<file path="src/rtl/usb_ep_status_csr_pkg.sv">
// Shared encodings for the USB endpoint status CSR bridge: bus op codes,
// bridge FSM states, aux-port read latency and the read-modify-write merge rule.
package usb_ep_status_csr_pkg;

    typedef enum logic [1:0] {
        OP_PLAIN = 2'b00,
        OP_SET   = 2'b01,
        OP_CLR   = 2'b10,
        OP_RC    = 2'b11
    } ep_op_e;

    typedef enum logic [2:0] {
        IDLE    = 3'd0,
        RD_REQ  = 3'd1,
        RD_WAIT = 3'd2,
        WR_REQ  = 3'd3,
        ACK     = 3'd4
    } ep_state_e;

    localparam int RD_LAT_DEFAULT = 3;

    // New word value for a write op, given the old word and the bus mask/data.
    function automatic logic [15:0] merge_wdata(ep_op_e op, logic [15:0] old_word,
                                                logic [15:0] mask);
        logic [15:0] res;
        res = mask;
        case (op)
            OP_PLAIN: res = mask;
            OP_SET:   res = old_word | mask;
            OP_CLR:   res = old_word & ~mask;
            OP_RC:    res = 16'h0000;
            default:  res = mask;
        endcase
        return res;
    endfunction

endpackage

</file>
<file path="src/rtl/usb_ep_status_csr.sv">
// Bus-to-aux-port bridge for endpoint status words: plain read/write plus
// bit-set, bit-clear and read-and-clear done as read-modify-write on the aux port.
module usb_ep_status_csr
    import usb_ep_status_csr_pkg::*;
#(
    parameter int RD_LAT = RD_LAT_DEFAULT
) (
    input  logic        clk,
    input  logic        rst_n,
    input  logic        wb_cyc,
    input  logic        wb_we,
    input  logic [9:0]  wb_addr,
    input  logic [15:0] wb_wdata,
    output logic [15:0] wb_rdata,
    output logic        wb_ack,
    output logic [7:0]  s_addr_0,
    output logic        s_read_0,
    output logic        s_zero_0,
    output logic        s_write_0,
    output logic [15:0] s_din_0,
    input  logic [15:0] s_dout_3,
    input  logic        s_ready_0
);

    localparam int CNT_W = (RD_LAT > 1) ? $clog2(RD_LAT) : 1;
    localparam logic [CNT_W-1:0] CNT_LAST = CNT_W'(RD_LAT - 1);

    // Aux handshake: a request stays asserted with frozen s_addr_0/s_din_0
    // until a cycle where s_ready_0=1; that cycle is the accept.
    ep_state_e        state;
    ep_op_e           op_q;
    logic             we_q;
    logic [15:0]      wdata_q;
    logic [15:0]      data_q;
    logic [CNT_W-1:0] cnt_q;
    logic             drop_q;

    assign s_read_0  = (state == RD_REQ);
    assign s_write_0 = (state == WR_REQ);
    assign s_zero_0  = 1'b0;

    always_ff @(posedge clk or negedge rst_n) begin
        if (!rst_n) begin
            state    <= IDLE;
            op_q     <= OP_PLAIN;
            we_q     <= 1'b0;
            wdata_q  <= 16'h0000;
            data_q   <= 16'h0000;
            cnt_q    <= '0;
            drop_q   <= 1'b0;
            s_addr_0 <= 8'h00;
            s_din_0  <= 16'h0000;
            wb_rdata <= 16'h0000;
            wb_ack   <= 1'b0;
        end else begin
            wb_ack <= 1'b0;
            // A master that lets go mid-op still gets its aux access, just no ack.
            if (state != IDLE && !wb_cyc) begin
                drop_q <= 1'b1;
            end
            case (state)
                IDLE: begin
                    drop_q   <= 1'b0;
                    wb_rdata <= 16'h0000;
                    if (wb_cyc) begin
                        op_q     <= ep_op_e'(wb_addr[9:8]);
                        we_q     <= wb_we;
                        wdata_q  <= wb_wdata;
                        s_addr_0 <= wb_addr[7:0];
                        if (wb_we && ep_op_e'(wb_addr[9:8]) == OP_PLAIN) begin
                            s_din_0 <= wb_wdata;
                            state   <= WR_REQ;
                        end else begin
                            state <= RD_REQ;
                        end
                    end
                end
                RD_REQ: begin
                    if (s_ready_0) begin
                        cnt_q <= '0;
                        state <= RD_WAIT;
                    end
                end
                RD_WAIT: begin
                    if (cnt_q == CNT_LAST) begin
                        cnt_q  <= '0;
                        data_q <= s_dout_3;
                        if (we_q && op_q != OP_PLAIN) begin
                            s_din_0 <= merge_wdata(op_q, s_dout_3, wdata_q);
                            state   <= WR_REQ;
                        end else begin
                            state    <= ACK;
                            wb_ack   <= wb_cyc && !drop_q;
                            wb_rdata <= s_dout_3;
                        end
                    end else begin
                        cnt_q <= cnt_q + CNT_W'(1);
                    end
                end
                WR_REQ: begin
                    if (s_ready_0) begin
                        state    <= ACK;
                        wb_ack   <= wb_cyc && !drop_q;
                        wb_rdata <= (op_q == OP_PLAIN) ? 16'h0000 : data_q;
                    end
                end
                ACK: begin
                    wb_rdata <= 16'h0000;
                    state    <= IDLE;
                end
                default: state <= IDLE;
            endcase
        end
    end

endmodule

</file>
<file path="config.mk">
export PLATFORM = sky130hd
export DESIGN_NAME = usb_ep_status_csr
export DESIGN_NICKNAME = d
export VERILOG_FILES = /design/src/rtl/usb_ep_status_csr_pkg.sv /design/src/rtl/usb_ep_status_csr.sv
export SDC_FILE = /design/constraint.sdc
export NUM_CORES = 1
export LEC_CHECK = 0
export ABC_CLOCK_PERIOD_IN_PS = 1920
export BUFFER_PORTS_ARGS = -buffer_cell sky130_fd_sc_hd__buf_4
export CORE_ASPECT_RATIO = 0.7
export CORE_MARGIN = 10
export CORE_UTILIZATION = 35
export DETAILED_ROUTE_END_ITERATION = 16
export MAX_ROUTING_LAYER = met4
export PLACE_DENSITY_LB_ADDON = 0.3
export SLEW_MARGIN = 5
export SYNTH_ARGS = -nofsm -noshare
export SYNTH_HDL_FRONTEND = slang
export SYNTH_SLANG_ARGS = --single-unit
export TNS_END_PERCENT = 30
</file>
<file path="constraint.sdc">
create_clock -name clk -period 1.92 [get_ports clk]
set_clock_uncertainty 0.2 [all_clocks]
set_input_delay 0.288 -clock clk [delete_from_list [all_inputs] [get_ports clk]]
set_output_delay 0.288 -clock clk [all_outputs]
set_load 0.005 [all_outputs]
</file>
Yosys cells after proc, flatten, opt, wreduce, memory -nomap -nowiden
Cells that the tools add are included.
{"block": "op_classes", "add_sub_neg": 1, "n_eq_ne": 15, "muxes": 27, "n_bitwise": 3, "n_reduce_logical": 22}
{"operator": "$mux 16", "n": 8}
{"operator": "$pmux 16 s4", "n": 1}
{"operator": "$pmux 16 s3", "n": 1}
{"operator": "$pmux 16 s2", "n": 1}
{"operator": "$and 16x16->16", "n": 1}
{"operator": "$not 16->16", "n": 1}
{"operator": "$or 16x16->16", "n": 1}
{"operator": "$mux 3", "n": 5}
{"operator": "$pmux 3 s4", "n": 1}
{"operator": "$ne 2x2->1 const B", "n": 5}
{"operator": "$reduce_and 4->1", "n": 2}
{"operator": "$reduce_bool 2->1", "n": 4}
{"operator": "$eq 2x2->1 const B", "n": 3}
{"operator": "$eq 3x2->1 const B", "n": 2}
{"operator": "$mux 2", "n": 3}
{"operator": "$reduce_and 2->1", "n": 3}
{"operator": "$reduce_bool 3->1", "n": 2}
{"operator": "$mux 1", "n": 5}
{"operator": "$reduce_and 5->1", "n": 1}
{"operator": "$logic_and 1x1->1", "n": 4}
{"operator": "$logic_not 2->1", "n": 2}
{"operator": "$ne 2x1->1 const B", "n": 2}
{"operator": "$pmux 2 s2", "n": 1}
{"operator": "$eq 3x1->1 const B", "n": 1}
{"operator": "other kinds (7)", "n": 8}
{"block": "word_totals", "regBits": 82, "in_bits": 47, "output_inout_bits": 44, "word_cells": 79}

Depth between registers and ports, before layout
Gate-level depths: netlist of run 1.
{"block": "logic_depth", "word_depth": 6, "depth_mapped": 7, "ltp_nobuf": 4}

Least setup slack after synthesis of run 1
Ideal clock, no wire load.
{"block": "synth_timing", "kind": "reg2reg", "startpoint": "register state[1]", "endpoint": "register wb_rdata[15]", "setup_ps": 125, "arrival_ps": 1652, "slack_ps": -57, "path_stages_with_launch": 8, "n_path_buf": 3, "period_less_slack_ps": 1977, "path_cell_list": "dfrtp_1 -> buf_2 -> and3b_1 -> buf_6 -> a21oi_2 -> a21boi_4 -> buf_12 -> mux2_4"}
{"element": "start, declared", "line_no": "usb_ep_status_csr.sv:30", "text": "ep_state_e state;"}
{"element": "start signal, assigned", "line_no": "usb_ep_status_csr.sv:44", "text": "state <= IDLE;"}
{"element": "start signal, assigned", "line_no": "usb_ep_status_csr.sv:72", "text": "state <= WR_REQ;"}
{"element": "start signal, assigned", "line_no": "usb_ep_status_csr.sv:74", "text": "state <= RD_REQ;"}
{"element": "$eq 3x2->1 *"}
{"element": "named net s_write_0", "line_no": "usb_ep_status_csr.sv:19", "text": "output logic s_write_0,"}
{"element": "$ne 2x1->1 (no source line) / $reduce_bool 3->1 (equally long branches)"}
{"element": "$reduce_and 4->1 (no source line)"}
{"element": "end signal, assigned", "line_no": "usb_ep_status_csr.sv:94", "text": "wb_rdata <= s_dout_3;"}
{"element": "end signal, assigned", "line_no": "usb_ep_status_csr.sv:104", "text": "wb_rdata <= (op_q == OP_PLAIN) ? 16'h0000 : data_q;"}
{"element": "end, declared", "line_no": "usb_ep_status_csr.sv:14", "text": "output logic [15:0] wb_rdata,"}
The timed path passes the listed nets; every way through them passes the cells marked *.
A chain may end at the register's enable or synchronous reset.

Worst setup path after layout of run 1
{"block": "layout_timing", "startpoint": "register state[1]", "endpoint": "register wb_rdata[14]"}
{"block": "layout_between", "elab_chain_cells": 4}
{"element": "$eq 3x3->1 / $logic_not 3->1 (equally long branches)", "line_no": "usb_ep_status_csr.sv:61", "text": "case (state)"}
{"element": "$reduce_or 2->1 (no source line)"}
{"element": "$reduce_bool 3->1 (no source line)"}
{"element": "$reduce_and 4->1 (no source line)"}
Several ways; a longest one is shown, not always the timed one.

==> summary.txt, run 1 <==
GRT
  • Number of global-route vias before repair: around 3,000
  • Pin count of the biggest net entering global routing: 33
  • First-pass GRT wire length: about 17,000 um
  • Total congestion overflow: 0
  • Antenna violations before repair: 1
  • Total GRT Usage: 0.1363

Cells and area
  • Share of cells above drive strength 1: 0.4388
  • Final net count: just under 500
  • FILL cells: around 1,000
  • Seq. cell area: 0.002053 mm2
  • Multi-input gate area: roughly 0.0017 mm2
  • Area growth from synthesis to layout: 39.39%

Worst setup path
  • Cells along the critical path: and3b_2 -> a21oi_2 -> a21boi_4 -> buf_12 -> mux2_2
  • Worst path arrival time: about 1900 ps
  • Crit path launch type: flop
  • Data required time at the worst endpoint: approximately 1900 ps
  • Slowest cell on crit path: dfrtp_1
  • Crit-path max cell delay: between 400 and 500 ps
  • CP Capture Type: flop
  • CP Class: flop to flop
  • Crit Path Max Fanout: 16

Timing
  • Final hold vios: 0
  • Worst hold slack: approximately 14 ps
  • RSZ-0062 raised after global routing: yes
  • FMAX: around 530 MHz
  • Post-layout min period: around 1900 ps
  • Fin Setup TNS: 0 ps
  • Final worst-path cycle share: 0.9748
  • Setup violators final: 0
  • Slew Viols, Final: 0

Die
  • Num rows: 32
  • Starting Density: 0.3576
  • # IOs: between 90 and 100
  • Die Y-Extent: 108.6 um
  • DIE WIDTH: 146.5 um
  • Die ar.: approximately 0.016 mm2
  • Core area: 0.01097 mm2

Synth
  • Synth Net Count: 362
  • Number of enable flip-flop cells after synthesis: 0
  • Seq/Total Area, Yosys: 0.5231
  • Mapped Cells: 315
  • Post-synth top cells: dfrtp_1 (82), mux2_2 (50), a21oi_1 (19)
  • Top cells by area, synth: dfrtp_1 (52%), mux2_2 (14%), mux2i_1 (4.1%), mux2_4 (3.8%), a22o_1 (3.8%)
  • Synth Area in Compound Gates: 0.1394
  • Largest area contributor in the netlist: dfrtp_1
  • Post-synthesis simple-gate area fraction: 0.06061
  • Cell variety after synth: 35
  • Post-synthesis cell area: between 0.003 and 0.004 mm2
  • Synth warn: 0
  • Dominant synthesized flop cell: dfrtp_1
  • Main combinational cell family by area after synthesis: multiplexers
  • Adder-cell share of the synthesized area: 0
  • Async S/R FF share, synth: 1.000
  • Post-Syn Area per Cell: ~12 um2
  • Count leader, synth: dfrtp_1
  • XOR/XNOR Fraction of Synth Area: 0
  • Area share of the largest cell type after synthesis: 0.5231
  • Post-synthesis mux area share: 0.2255
  • FF+latch count, synth: 82

Detailed routing
  • DR vias/cell: 4.886
  • Drt first-iter violations: 116
  • Number of remaining DRC errors: 0
  • DRT Pass-1 Iters: 4
  • Post-Route WL: between 10,000 and 15,000 um
  • Drt wl/cell: 17.06 um
  • Antenna-violating nets left: 0
  • Via count: about 3,000

Clocking
  • CTS clk-pin slew, worst paths: around 60 ps
  • CTS Sinks: about 80
  • TritonCTS clock tree: done
  • H-tree levels: 3
  • Total CTS buffers: 9
  • CTS Buffer Depth: 2
  • Clock root cell: clkbuf_16
  • Clk_lat worst skew: about 330 ps

Place
  • Post-DP HPWL: 7644 um
  • PortBufs: roughly 90
  • Placer congestion estimate: about 0.85

Power
  • Pwr per Cell Area: roughly 1600 mW/mm2
  • Worst vdd ir: around 0.64 mV
  • Pwr Total: around 8.8 mW
  • Lkg Pwr: ~2.6 nW

Worst hold path
  • Worst hold path class: input port to flop

Run status
  • Run status: complete, no violations

Flow run
  • Max cap viols: 0
per-layer routing:
| metal | GRT usage | up-vias | part of all wire |
|---|---|---|---|
| met3 | 0.05927 | 7 | 0.070 |
| met2 | 0.1924 | 89 | 0.44 |
| met5 | - | - | 0 |
| li1 | - | 1407 | - |
| met1 | 0.1758 | 1443 | 0.49 |
| met4 | 0.03276 | 0 | 0.0074 |
path summary, 6_finish.rpt:
| check | from | end | slack, ps | depth (start not counted) |
|---|---|---|---|---|
| max | state[1] | wb_rdata[14] | 50 | 5 |
| min in group asynchronous | rst_n | s_din_0[0] | 250 | 2 |
| max reg2reg | state[1] | wb_rdata[14] | 50 | 5 |
| min reg2reg | drop_q | wb_ack | 270 | 1 |
| max in group asynchronous | rst_n | state[0] | 670 | 3 |
| min | wb_addr[8] | op_q[0] | 10 | 2 |
where the power goes:
part / internal, mW / switching (mW) / leakage, nW
clock network: 0.944 / 0.664 / 0.139
logic: 2.37 / 1.73 / 1.49
registers: 2.60 / 0.529 / 0.968
total: 5.92 / 2.93 / 2.60
repair_timing:
| action | CTS | global route |
|---|---|---|
| hold buffers | 29 | 0 |
| pin swaps | 0 | 1 |
| hold endpoints to repair | 56 | 0 |
| endpoints found under the setup margin | 16 | 29 |
| buffers inserted | 0 | 0 |
| gates resized for setup | 2 | 10 |
sequential cells by signal (all words and copies together), names as in the netlist:
| name | flops |
|---|---|
| we_q | 1 |
| wb_rdata | 16 |
| cnt_q | 2 |
| s_addr_0 | 8 |
| drop_q | 1 |
| s_din_0 | 16 |
| data_q | 16 |
| wb_ack | 1 |
| wdata_q | 16 |
| op_q | 2 |
| state | 3 |
cells by family (layout without fill, tap and decap cells):
| family | after synthesis | in the layout |
|---|---|---|
| DFF | 82 | 82 |
| other | 1 | 2 |
| AOI/OAI and AO/OA | 77 | 77 |
| muxes | 77 | 77 |
| buffers and inverters | 39 | 173 |
| and+or+nand+nor | 39 | 39 |
placed cells by master, fill, tap and decap left out, types with 2 or more instances in the layout:
cell type	count
nand2_1	3
buf_4	106
nor3_1	2
and2_1	2
nor2_1	4
o21ai_0	18
a21oi_1	19
buf_12	3
o221ai_1	16
mux2_2	47
nand2b_1	18
a22o_1	17
clkbuf_8	2
mux2_4	13
clkbuf_16	9
clkinv_2	2
dfrtp_1	81
mux2i_1	16
dlygate4sd3_1	29
inv_1	18
worst max-delay path, delay by kind of cell, from the launching register on:
kind	cells	cell delay, ps
AOI/OAI and AO/OA	2	310
buffers and inverters	1	190
DFF	1	430
muxes	1	340
and+or+nand+nor	1	270
area by class of cell:
class,instances,share of cell area
sequential,82,0.3755
clock buffer,12,0.04691
inverter,18,0.01236
multi-input combinational,194,0.3126
tap,153,0.03501
clock inverter,4,0.004805
timing repair buffer,139,0.2124
antenna,1,0.0004577
through the flow:
stage / cell area, um2 / std cells / utilization / setup slack (ps)
floorplan: 3929 / 315 / - / -12.70
global placement: 4853 / 557 / 0.4424 / 55.16
detailed placement: 4853 / 557 / 0.4424 / -47.48
CTS: 5433 / 602 / 0.4952 / 26.88
global route: 5468 / 603 / 0.4984 / -19.86
finish: 5468 / 603 / 0.4984 / 48.33
No activity file was read; power rests on OpenSTA's default activity.
==> run 2, diff against run 1 <==
--- a/config.mk
+++ b/config.mk
@@ -5,6 +5,7 @@
 export SDC_FILE = /design/constraint.sdc
 export NUM_CORES = 1
 export LEC_CHECK = 0
+export ABC_AREA = 1
 export ABC_CLOCK_PERIOD_IN_PS = 1920
 export BUFFER_PORTS_ARGS = -buffer_cell sky130_fd_sc_hd__buf_4
 export CORE_ASPECT_RATIO = 0.7
==> summary.txt, run 2 <==
Die
  • Starting Density: 0.3573 (about the same)
  • DIE WIDTH: 150.5 um (+2.7%)
  • Core area: 0.01169 mm2 (+6.5%)
  • # IOs: 91 (unchanged)
  • Die ar.: 0.01677 mm2 (+5.4%)
  • Die Y-Extent: 111.4 um (+2.6%)
  • Num rows: 33 (+3.1%)

Cells and area
  • Share of cells above drive strength 1: 0.2135 (-0.2252)
  • FILL cells: 1,140 (+12%)
  • Most frequent cells in the layout: nand2_1 (177), buf_4 (104), dfrtp_1 (82)
  • Area growth from synthesis to layout: 33.14%
  • Multi-input gate area: 0.001747 mm2 (+2.2%)
  • Final net count: 707 (+44%)
  • Commonest non-fill, non-tap cell in the layout: nand2_1
  • ANT cells: 0 (-1)
  • Layout Cells excl Fill: 822 (+36%)
  • Finished Cell Area: 0.005559 mm2 (+1.7%)
  • Seq. cell area: 0.002052 mm2 (about the same)

Synth
  • Number of enable flip-flop cells after synthesis: 0 (unchanged)
  • Post-Syn Area per Cell: 7.483 um2 (-40%)
  • Async S/R FF share, synth: 1.000 (unchanged)
  • Synth warn: 0 (unchanged)
  • FF+latch count, synth: 82 (unchanged)
  • Top cells by area, synth: dfrtp_1 (49%), nand2_1 (16%), nand3_1 (9.1%), inv_1 (5.4%), nor2_1 (5.3%)
  • Dominant synthesized flop cell: dfrtp_1
  • Seq/Total Area, Yosys: 0.4915 (-0.03167)
  • Area share of the largest cell type after synthesis: 0.4915 (-0.03167)
  • Post-synthesis cell area: 0.004175 mm2 (+6.4%)
  • Post-synth top cells: nand2_1 (177), dfrtp_1 (82), nand3_1 (76), inv_1 (60), nor2_1 (59)
  • Largest area contributor in the netlist: dfrtp_1
  • Mapped Cells: 558 (+77%)
  • Count leader, synth: nand2_1
  • Synth Net Count: 605 (+67%)
  • Cell variety after synth: 24 (-31%)

Timing
  • RSZ-0062 raised after global routing: no
  • Post-layout min period: 1805 ps (-66.61 ps)
  • Worst hold slack: 18.48 ps (+4.350 ps)
  • Final hold vios: 0 (unchanged)
  • Setup violators final: 0 (unchanged)
  • Final worst-path cycle share: 0.9401 (-0.03469)
  • FMAX: 554.0 MHz (+3.7%)
  • Fin Setup TNS: 0 ps (unchanged)
  • Slew Viols, Final: 0 (unchanged)

Place
  • Placer congestion estimate: 0.8846 (+4.5%)
  • Area post-placement: 0.005045 mm2 (+3.9%)
  • DP Cell Count: 793 (+42%)
  • Post-DP HPWL: 8957 um (+17%)
  • PortBufs: 89 (unchanged)

GRT
  • Pin count of the biggest net entering global routing: 47 (+42%)
  • Total GRT Usage: 0.1507 (+0.01433)
  • Antenna violations before repair: 0 (-1)
  • Number of global-route vias before repair: 3,764 (+25%)
  • First-pass GRT wire length: 19,750 um (+19%)
  • Total congestion overflow: 0 (unchanged)

Worst setup path
  • R2R cell count: 8 (+3)
  • R2R Setup Slk: 150 ps (+100 ps)
  • Crit Path Max Fanout: 4 (-12)
  • CP Capture Type: primary output
  • Setup crit end: s_read_0
  • Reg2reg end: wdata_q[9]
  • Crit path from: state[2]
  • Worst path arrival time: 1320 ps (-570 ps)
  • Data required time at the worst endpoint: 1430 ps (-510 ps)
  • CP Class: flop to primary output
  • RR Startpoint: state[1]
  • Crit path launch type: flop

Power
  • Pwr per Cell Area: 1668 mW/mm2 (+3.2%)
  • Pwr Total: 9.274 mW (+4.9%)
  • Lkg Pwr: 3.060 nW (+18%)
  • Worst vdd ir: 0.5316 mV (-16%)

Run status
  • Run status: complete, no violations

Detailed routing
  • Number of remaining DRC errors: 0 (unchanged)
  • Antenna-violating nets left: 0 (unchanged)
  • Drt wl/cell: 14.74 um (-14%)
  • Drt first-iter violations: 349 (+200%)
  • Via count: 3,824 (+30%)
  • DR vias/cell: 4.652 (-4.8%)
  • Post-Route WL: 12,120 um (+18%)
  • DRT Pass-1 Iters: 5 (+1)

Clocking
  • Clock root cell: clkbuf_16
  • TritonCTS clock tree: done
  • Total CTS buffers: 9 (unchanged)
  • CTS clk-pin slew, worst paths: 60 ps (about the same)
  • CTS Sinks: 82 (unchanged)
  • Clk_lat worst skew: 340 ps (about the same)
  • CTS Buffer Depth: 2 (unchanged)
  • H-tree levels: 3 (unchanged)

Worst hold path
  • Worst hold path class: input port to flop

Flow run
  • Max cap viols: 0 (unchanged)
run 2: changes by cell type after synthesis, moves of 17 or more:
| cell | previous run | this run |
|---|---|---|
| a21oi_1 | 19 | 1 |
| a22o_1 | 17 | 0 |
| inv_1 | 18 | 60 |
| mux2_2 | 50 | 0 |
| nand2_1 | 3 | 177 |
| nand2b_1 | 18 | 0 |
| nand3_1 | 0 | 76 |
| nor2_1 | 5 | 59 |
| o21ai_0 | 18 | 38 |
run 2: per-stage QoR:
stage / setup slack (ps) / util
3_5_place_dp: -30.05 / 0.4317
5_1_grt: 10.66 / 0.4757
4_1_cts: 90.07 / 0.4737
3_3_place_gp: 98.91 / 0.4317
2_1_floorplan: 282.6 / -
6_report: 114.9 / 0.4757
run 2: worst min-delay path by stage:
stage,startpoint,end,slack [ps],cells past startpoint
2_1_floorplan,rst_n,cnt_q[0],-210,0
3_3_place_gp,rst_n,wb_rdata[14],80,1
3_5_place_dp,rst_n,wb_rdata[14],80,1
4_1_cts,wb_wdata[4],wdata_q[4],10,3
5_1_grt,wb_wdata[14],wdata_q[14],40,3
6_report,wb_wdata[14],wdata_q[14],20,3
run 2: layout make-up:
type | instances | area share
Inverter | 63 | 0.04254
Clock buffer | 10 | 0.04299
Timing Repair Buffer | 118 | 0.1713
Multi-Input combinational cell | 386 | 0.3142
Clock inverter | 6 | 0.02453
Sequential cell | 82 | 0.3691
Tap cell | 157 | 0.03534
run 2: critical path, cell delays in order, from the launching register on:
cell	delay (ps)
dfrtp_1	410
inv_2	130
nand2_1	100
nor2_1	180
buf_4	150
run 2: timing repair:
action	in CTS	in global routing
endpoints found under the setup margin	8	14
hold buffers	10	0
gates resized for setup	0	1
pin swaps	2	1
endpoints found under the hold margin	43	0
cloned	0	0
setup buffers	2	1
run 2: report_power, final:
group          internal [mW]  total [mW]  switching (mW)  leakage (nW)
clock                   1.44        2.17           0.726         0.179
sequential              2.53        3.04           0.507          1.02
combinational           1.67        4.06            2.39          1.86
total                   5.65        9.27            3.63          3.06
run 2: cell families after synthesis:
kind of cell | count (synthesis) | share of synthesized area
AO/OA/AOI/OAI | 59 | 0.08451
AND/OR/NAND/NOR | 326 | 0.3329
flip-flops | 82 | 0.4915
buffers and inverters | 90 | 0.09020
other | 1 | 0.0008981
run 2: layer usage:
layer	GRT usage	vias to the layer above	wire length [um]
met3	0.04976	8	908
met5	-	-	0
met4	0.02519	0	87
met1	0.2138	1752	6156
met2	0.2052	125	4968
li1	-	1939	-
